**config.mk**
```make
export PLATFORM = sky130hd
export DESIGN_NAME = branch_redirect_ctrl
export DESIGN_NICKNAME = d
export VERILOG_FILES = /design/src/rtl/branch_redirect_ctrl.sv
export SDC_FILE = /design/constraint.sdc
export NUM_CORES = 1
export LEC_CHECK = 0
export BUFFER_PORTS_ARGS = -buffer_cell sky130_fd_sc_hd__buf_2
export CORE_ASPECT_RATIO = 0.9
export CORE_MARGIN = 1
export CORE_UTILIZATION = 35
export DETAILED_ROUTE_END_ITERATION = 16
export GPL_ROUTABILITY_DRIVEN = 0
export PLACE_DENSITY_LB_ADDON = 0.3
export SLEW_MARGIN = 20
export SYNTH_ARGS = -nofsm -noshare
export SYNTH_HDL_FRONTEND = slang
export SYNTH_SLANG_ARGS = --single-unit
```
**constraint.sdc**
```tcl
create_clock -name clk -period 3.68 [get_ports clk]
set_input_delay 0.736 -clock clk [delete_from_list [all_inputs] [get_ports clk]]
set_output_delay 0.736 -clock clk [all_outputs]
set_load 0.005 [all_outputs]
```
**src/rtl/branch_redirect_ctrl.sv**
```systemverilog
// Pipeline redirect/stall sequencer: steers PC source, write enables and flushes,
// holds a redirect until imem accepts it, and keeps saturating event counters.
module branch_redirect_ctrl #(
  parameter int unsigned CNT_W = 16
) (
  input  logic             clk,
  input  logic             rst_n,
  input  logic             ex_valid,
  input  logic [1:0]       branch_sel,
  input  logic             load_use,
  input  logic             imem_ready,
  input  logic             cnt_clr,
  output logic [1:0]       pc_src,
  output logic             pc_write,
  output logic             ifid_write,
  output logic             ifid_flush,
  output logic             idex_flush,
  output logic             redirect_busy,
  output logic [CNT_W-1:0] redirect_cnt,
  output logic [CNT_W-1:0] flush_cnt
);

  typedef enum logic {
    ST_RUN  = 1'b0,
    ST_WAIT = 1'b1
  } state_t;

  localparam logic [CNT_W-1:0] CNT_MAX = '1;

  state_t     state;
  state_t     state_nxt;
  logic [1:0] kind_q;
  logic [1:0] kind_nxt;
  logic       redir;
  logic [1:0] redir_kind;
  logic       redir_accept;

  logic [1:0] pc_src_run;
  logic       pc_write_run;
  logic       ifid_write_run;
  logic       ifid_flush_run;
  logic       idex_flush_run;
  logic       busy_run;

  assign redir      = ex_valid & (branch_sel != 2'b00);
  // Jump wins over a simultaneous conditional-taken indication.
  assign redir_kind = branch_sel[1] ? 2'b10 : 2'b01;

  always_ff @(posedge clk or negedge rst_n) begin
    if (!rst_n) begin
      state  <= ST_RUN;
      kind_q <= 2'b00;
    end else begin
      state  <= state_nxt;
      kind_q <= kind_nxt;
    end
  end

  // Next state and ungated control outputs.
  always_comb begin
    state_nxt      = state;
    kind_nxt       = kind_q;
    pc_src_run     = 2'b00;
    pc_write_run   = 1'b0;
    ifid_write_run = 1'b0;
    ifid_flush_run = 1'b1;
    idex_flush_run = 1'b1;
    busy_run       = 1'b0;
    redir_accept   = 1'b0;
    case (state)
      ST_RUN: begin
        if (redir) begin
          redir_accept = 1'b1;
          pc_src_run   = redir_kind;
          pc_write_run = imem_ready;
          if (!imem_ready) begin
            state_nxt = ST_WAIT;
            kind_nxt  = redir_kind;
          end
        end else if (load_use) begin
          ifid_flush_run = 1'b0;
        end else if (!imem_ready) begin
          ifid_write_run = 1'b1;
          idex_flush_run = 1'b0;
        end else begin
          pc_write_run   = 1'b1;
          ifid_write_run = 1'b1;
          ifid_flush_run = 1'b0;
          idex_flush_run = 1'b0;
        end
      end
      ST_WAIT: begin
        pc_src_run   = kind_q;
        pc_write_run = imem_ready;
        busy_run     = 1'b1;
        if (imem_ready) begin
          state_nxt = ST_RUN;
          kind_nxt  = 2'b00;
        end
      end
      default: begin
        state_nxt = ST_RUN;
        kind_nxt  = 2'b00;
      end
    endcase
  end

  // Reset forces the safe bubble pattern without waiting for a clock.
  always_comb begin
    pc_src        = 2'b00;
    pc_write      = 1'b0;
    ifid_write    = 1'b0;
    ifid_flush    = 1'b1;
    idex_flush    = 1'b1;
    redirect_busy = 1'b0;
    if (rst_n) begin
      pc_src        = pc_src_run;
      pc_write      = pc_write_run;
      ifid_write    = ifid_write_run;
      ifid_flush    = ifid_flush_run;
      idex_flush    = idex_flush_run;
      redirect_busy = busy_run;
    end
  end

  always_ff @(posedge clk or negedge rst_n) begin
    if (!rst_n) begin
      redirect_cnt <= '0;
      flush_cnt    <= '0;
    end else if (cnt_clr) begin
      redirect_cnt <= '0;
      flush_cnt    <= '0;
    end else begin
      if (redir_accept && (redirect_cnt != CNT_MAX))
        redirect_cnt <= redirect_cnt + CNT_W'(1);
      if (idex_flush_run && (flush_cnt != CNT_MAX))
        flush_cnt <= flush_cnt + CNT_W'(1);
    end
  end

endmodule

```
### After elaboration in Yosys (flattened, before gate mapping)

Cells that the tools add are included.

| word-level totals | value |
|---|---|
| bits in registers | 35 |
| latch bits | 0 |
| bits in writable memories | 0 |
| ROM bits | 0 |
| bits of input ports | 8 |
| output and inout port bits | 39 |
| word-level logic and storage cells | 55 |
| memories | 0 |

| operators by class | value |
|---|---|
| add/sub/neg operators | 2 |
| multiply operators | 0 |
| div/mod/pow operators | 0 |
| magnitude comparators | 0 |
| equal/unequal tests | 5 |
| shift operators | 0 |
| multiplexer cells | 36 |
| bitwise logic cells | 2 |
| reduce and logical (&&, ||, !) cells | 6 |

Operators by type and width:

| cell | count |
|---|---|
| two-way mux 16 bit | 4 |
| adder 16 x 1 -> 16 bit, second input constant | 2 |
| inequality test 16 bit, second input constant | 2 |
| two-way mux 1 bit | 22 |
| two-way mux 2 bit | 6 |
| case mux 2 bit (2 select lines) | 2 |
| inequality test 2 bit, second input constant | 3 |
| nonzero test 2 bit | 3 |
| case mux 1 bit (2 select lines) | 2 |
| AND reduction 3 bit | 1 |
| logical AND 1 bit | 2 |
| bitwise AND 1 bit | 1 |
| inverter 1 bit | 1 |

### Depth between registers and ports, before layout

Gate-level depths: netlist of run 1.

| depth | value |
|---|---|
| word-level depth | 7 |
| mapped depth | 7 |
| depth with buffers taken out | 5 |

### Least setup slack after synthesis of run 1

Ideal clock, no wire load.

| path | value |
|---|---|
| kind | input-to-output |
| start | in ex_valid |
| end | out pc_src[0] |
| arrival | 1654 ps |
| required time | 2944 ps |
| path slack | 1290 ps |
| cell stages on the path | 6 |
| path buffers | 2 |
| cell sequence | nor2b_4 -> o21ai_1 -> clkbuf_1 -> buf_2 -> o21ai_0 -> and2_1 |

| on the way | value |
|---|---|
| word-level cells in the longest chain between the ends | 4 |

Ends and longest elaborated chain:

| what | RTL line | text |
|---|---|---|
| start: declaration | 8 | `input logic ex_valid,` |
| bitwise AND 1 bit | 45 | `assign redir = ex_valid & (branch_sel != 2'b00);` |
| two-way mux 2 bit | 72 | `if (redir) begin` |
| case mux 2 bit (2 select lines) | 70 | `case (state)` |
| two-way mux 2 bit | 116 | `if (rst_n) begin` |
| end: declaration | 13 | `output logic [1:0] pc_src,` |

Every way passes these cells.

### Worst setup path in the final report of run 1

| path | value |
|---|---|
| start | in branch_sel[1] |
| end | out idex_flush |

| on the way | value |
|---|---|
| word-level cells in the longest chain between the ends | 5 |

Ends and longest elaborated chain:

| what | RTL line | text |
|---|---|---|
| start: declaration | 9 | `input logic [1:0] branch_sel,` |
| nonzero test 2 bit | 45 |  |
| bitwise AND 1 bit | 45 |  |
| two-way mux 1 bit | 72 |  |
| two-way mux 1 bit | 70 |  |
| two-way mux 1 bit | 116 |  |
| end: declaration | 17 | `output logic idex_flush,` |

Every way passes these cells.

==> metrics.txt, run 1 <==
ant diodes=0; setup bufs post-CTS=0; final count of hold timing violations=0; final wirelength=5.33 mm; max-cap check violation count=0; GRT overflow=0; Core Footprint=0.00573 mm²; final net count=281; Worst setup SP type=input pin; PwrDens=305 mW/mm²; FF+latch count, synth=35; worst slew pin tran=0.903 ns; Initial DRT Pass Iterations=4; Worst Path Arrival=1.87 ns; I/O pin cnt=47; setup_tns=0 ns; reg2reg path depth=5; DR WL/cell=15.6 µm; clock slew at reported path FFs=0.08 ns; total clock sinks=35; PortBufs=46; Hold Slack=0.358 ns; Synth Warn #=0; initial antenna violation count=0; final worst setup slack=1.07 ns; Fillers=573; Setup Slack @ Placement=1.07 ns; Highest Clock Rate=383 MHz; FF/Latch Area=876 µm²; Die X-Extent=83.8 µm; Die Area=0.00633 mm²; crit end category=output port; worst r2r src=redirect_cnt[0]; Max Slew Vio Count=0; CP Data Required Time=2.94 ns; largest net degree at the start of global routing=40; Row Count=26; final setup fails=0; Layout Skew=0.0137 ns; Iter 0 DRT Violations=152; CTS Hold Bufs=0; Non-Filler Instances=342; TritonCTS buffer count=5; vias in the first global route=1782; drt via density=5.81; Top FF cell, synth=dfrtp_1; synth unique cells=43; Leak Pwr=1.06 nW; Tmin final=2.61 ns; post-route ant nets=0; Placed Cells=334; CTS tree=done; clock buffer depth=2; Die Y=75.6 µm; setup slack, reg-to-reg=1.44 ns; fin crit share=0.709; most frequent cells after synthesis=dfrtp_1, a21oi_1, nand2_1, o31ai_1; Post-synth ARST share=1.00; post-cts gate resize count=0; crit path max fanout=6; area leader, netlist=dfrtp_1; Avg Cell Area, Syn=9.28 µm²; fin area=0.00247 mm²; Seq/Total Area, Yosys=0.416; clock latency on the worst-skew pair=0.29 ns; Total GRT Usage=0.177; vias post-DR=1988; Max IR drop VDD=160 µV; Max-Slew Margin vs Limit=0.395; Hold Path Class=input pin to async pin; status=finished, final reports clean; Residual DRC=0; clk root buf=clkbuf_8; DP Area=0.00239 mm²; reg2reg end=redirect_cnt[9]; top-area cell type share of the netlist area=0.416; top-count cell post-synth=dfrtp_1; critical path class=input pin to output port; P&R area growth vs syn=17.3%; H-tree levels=2; layout cells sized above 1=0.261; unrepaired setup endpoints after global routing=no; multi-input logic area=0.00115 mm²; mapped cell area=0.00211 mm²; synth top area cells=dfrtp_1, a21oi_1, o31ai_1; cells after synthesis=227; first-pass GRT wire length=8.98 mm; syn nets=237; DP HPWL=3.74 mm; Post-synth EDFFs=0; initial core utilization=0.368
## metrics by stage
stage | utilization | power (mW)
finish | 0.432 | 0.754
global route | 0.432 | 0.791
CTS | 0.432 | 0.764
detailed placement | 0.417 | 0.482
global placement | 0.417 | 0.481
floorplan | - | 0.450
## cell usage in the layout, fill, tap and decap left out, types with 2 or more instances in the layout
cell type	n
or3_1	4
nand3_1	10
and2_1	2
mux2_2	4
ha_1	2
o311ai_0	2
nor4_1	8
buf_4	3
a21oi_1	23
or4_2	2
and4_1	4
and3_1	3
o21ai_0	10
nor2_1	14
nand4_1	9
clkbuf_8	5
nand2_1	15
o31ai_1	15
mux2_1	3
nor2b_1	8
buf_2	46
or4_1	14
dfrtp_1	35
o211ai_1	2
o41ai_1	4
inv_1	5
## critical path, cell delays in order
cell	delay, ns
buf_2	0.14
o21a_1	0.25
nor2_1	0.22
nand2_1	0.11
or2_2	0.29
buf_2	0.13
## layer usage
layer / wire, µm / track usage / up-vias
li1: - / - / 982
met1: 2650 / 0.270 / 952
met2: 2380 / 0.251 / 50
met3: 246 / 0.0423 / 4
met4: 53 / 0.0452 / 0
met5: 0 / 0 / -
## report_power, final
part | switching (mW) | internal, mW | leakage (nW)
Combinational | 0.0437 | 0.0260 | 0.536
Clock | 0.148 | 0.132 | 0.0412
Sequential | 0.0103 | 0.393 | 0.483
## sequential cells by signal, summed over array words and instances (netlist names)
register      flops
flush_cnt        16
redirect_cnt     16
kind_q            2
state             1
## final cells by class
cell class,instances,area share
Inverter,5,0.00759
Timing Repair Buffer,49,0.102
Multi-Input combinational cell,175,0.466
Clock buffer,6,0.0294
Tap cell,70,0.0354
Clock inverter,2,0.00506
Sequential cell,35,0.354
## cell families (layout without fill, tap and decap cells)
logic type | count (synthesis) | after routing | synth area share
adder cells (fa/ha/maj) | 2 | 2 | 0.0119
AND/OR/NAND/NOR | 103 | 103 | 0.300
AO/OA/AOI/OAI | 62 | 62 | 0.189
flip-flops | 35 | 35 | 0.416
multiplexers | 8 | 8 | 0.0422
buffers and inverters | 17 | 62 | 0.0404
## worst max-delay path by stage
stage                  startpoint    endpoint  cells past startpoint  slack, ns
floorplan                ex_valid   pc_src[0]                      6       1.29
global placement    branch_sel[1]  idex_flush                      6       1.12
detailed placement  branch_sel[1]  idex_flush                      6       1.07
CTS                 branch_sel[1]  idex_flush                      6       1.07
global route        branch_sel[1]  idex_flush                      6       0.95
finish              branch_sel[1]  idex_flush                      6       1.07
Power figures use the tool's default switching activity.
==> inputs of run 2 (changes only) <==
Clock period 3.68 ns to 2.6 ns, I/O delays scaled along.
==> metrics.txt, run 2 (synthesized netlist as in run 1, its figures left out) <==
status=finished, final reports clean; final setup fails=0; initial core utilization=0.368; sw power=0.282 mW; fin crit share=0.826; final count of hold timing violations=0; slowest stage delay, CP=0.28 ns; clock latency on the worst-skew pair=0.29 ns; most frequent cells in the layout=buf_2, dfrtp_1, a21oi_1; Hold Path Class=input pin to async pin; Die X-Extent=83.8 µm; post-cts gate resize count=0; clock slew at reported path FFs=0.07 ns; worst r2r src=redirect_cnt[0]; initial antenna violation count=0; Iter 0 DRT Violations=112; sequential share of power=0.481; total clock sinks=35; Core Footprint=0.00573 mm²; Internal=0.906 mW; GRT overflow=0; layout cells sized above 1=0.278; worst-path cell chain=buf_2 -> o21a_1 -> nor2_1 -> nand2_1 -> or2_2 -> buf_2; Leak Pwr=1.11 nW; drt via density=5.72; H-tree levels=2; clock buffer depth=2; crit end category=output port; Critical-path top delay cell=or2_2; Layout Skew=0.00560 ns; P&R area growth vs syn=20.7%; Highest Clock Rate=466 MHz; most frequent CP cell=buf_2; worst slew pin tran=0.702 ns; largest net degree at the start of global routing=32; final worst setup slack=0.453 ns; Row Count=26; CTS Hold Bufs=0; setup slack, reg-to-reg=0.68 ns; CTS tree=done; Worst Path Arrival=1.63 ns; Total GRT Usage=0.165; critical path class=input pin to output port; clk root buf=clkbuf_8; PortBufs=46; Residual DRC=0; max-cap check violation count=0; post-route ant nets=0; commonest non-fill, non-tap cell in the layout=buf_2; TritonCTS buffer count=5; Max Slew Vio Count=0; Clk pwr share=0.433; final wirelength=5.26 mm; vias post-DR=1984; reg2reg end=redirect_cnt[12]; Initial DRT Pass Iterations=4; reg2reg path depth=5; setup_tns=0 ns; crit path max fanout=6; DR WL/cell=15.2 µm; PwrDens=467 mW/mm²; Top Registers=flush_cnt: 16 flops, redirect_cnt: 16 flops, kind_q: 2 flops; first-pass GRT wire length=8.22 mm; final net count=286; unrepaired setup endpoints after global routing=no; setup bufs post-CTS=0; Fillers=565; DP HPWL=3.71 mm; Max-Slew Margin vs Limit=0.524; Max IR drop VDD=240 µV; CP Launch Point=branch_sel[1]; vias in the first global route=1674; CP Data Required Time=2.08 ns; Tmin final=2.15 ns; Die Area=0.00633 mm²; Comb pwr share=0.086; Switching Fraction=0.237; Setup Slack @ Placement=0.463 ns; Die Y=75.6 µm; I/O pin cnt=47; Worst setup SP type=input pin; ant diodes=0
[run 2: worst max path at each step]
stage / to / slack, ns / cells after the start
final: idex_flush / 0.45 / 6
after global placement: idex_flush / 0.49 / 6
after CTS: idex_flush / 0.46 / 6
after floorplan: pc_src[0] / 0.64 / 6
after global routing: idex_flush / 0.39 / 6
after detailed placement: idex_flush / 0.46 / 6
[run 2: per-stage QoR]
stage	total power, mW	utilization	cell area (µm²)	hold WS (ns)	std cells
floorplan	0.637	-	2110	0.224	227
global placement	0.683	0.424	2420	0.372	339
detailed placement	0.686	0.424	2420	0.375	339
CTS	1.21	0.444	2540	0.0634	347
global route	1.24	0.444	2540	0.0721	347
finish	1.19	0.444	2540	0.0682	347
[run 2: cell type report]
class,count,area [µm²],share of cell area
Inverter,5,18.8,0.00738
Sequential cell,35,876,0.344
Timing Repair Buffer,54,290,0.114
Multi-Input combinational cell,175,1150,0.453
Tap cell,70,87.6,0.0344
Clock buffer,6,82.6,0.0325
Clock inverter,2,35.0,0.0138
[run 2: per-layer routing]
metal	GRT usage	wire, µm	up-vias
li1	-	-	983
met1	0.243	2650	947
met2	0.238	2310	49
met3	0.0390	232	5
met4	0.0546	63	0
met5	0	0	-
[run 2: critical path: cells and delay by family]
kind,cells,cell delay (ns)
AND/OR/NAND/NOR,3,0.59
AO/OA/AOI/OAI,1,0.26
buffers and inverters,2,0.26
[run 2: power groups by stage]
| stage | logic [mW] | clock network [mW] | registers [mW] |
|---|---|---|---|
| after floorplan | 0.0612 | 0 | 0.576 |
| after global placement | 0.102 | 0 | 0.581 |
| after detailed placement | 0.104 | 0 | 0.582 |
| after CTS | 0.104 | 0.533 | 0.571 |
| after global routing | 0.117 | 0.552 | 0.574 |
| final | 0.103 | 0.514 | 0.571 |
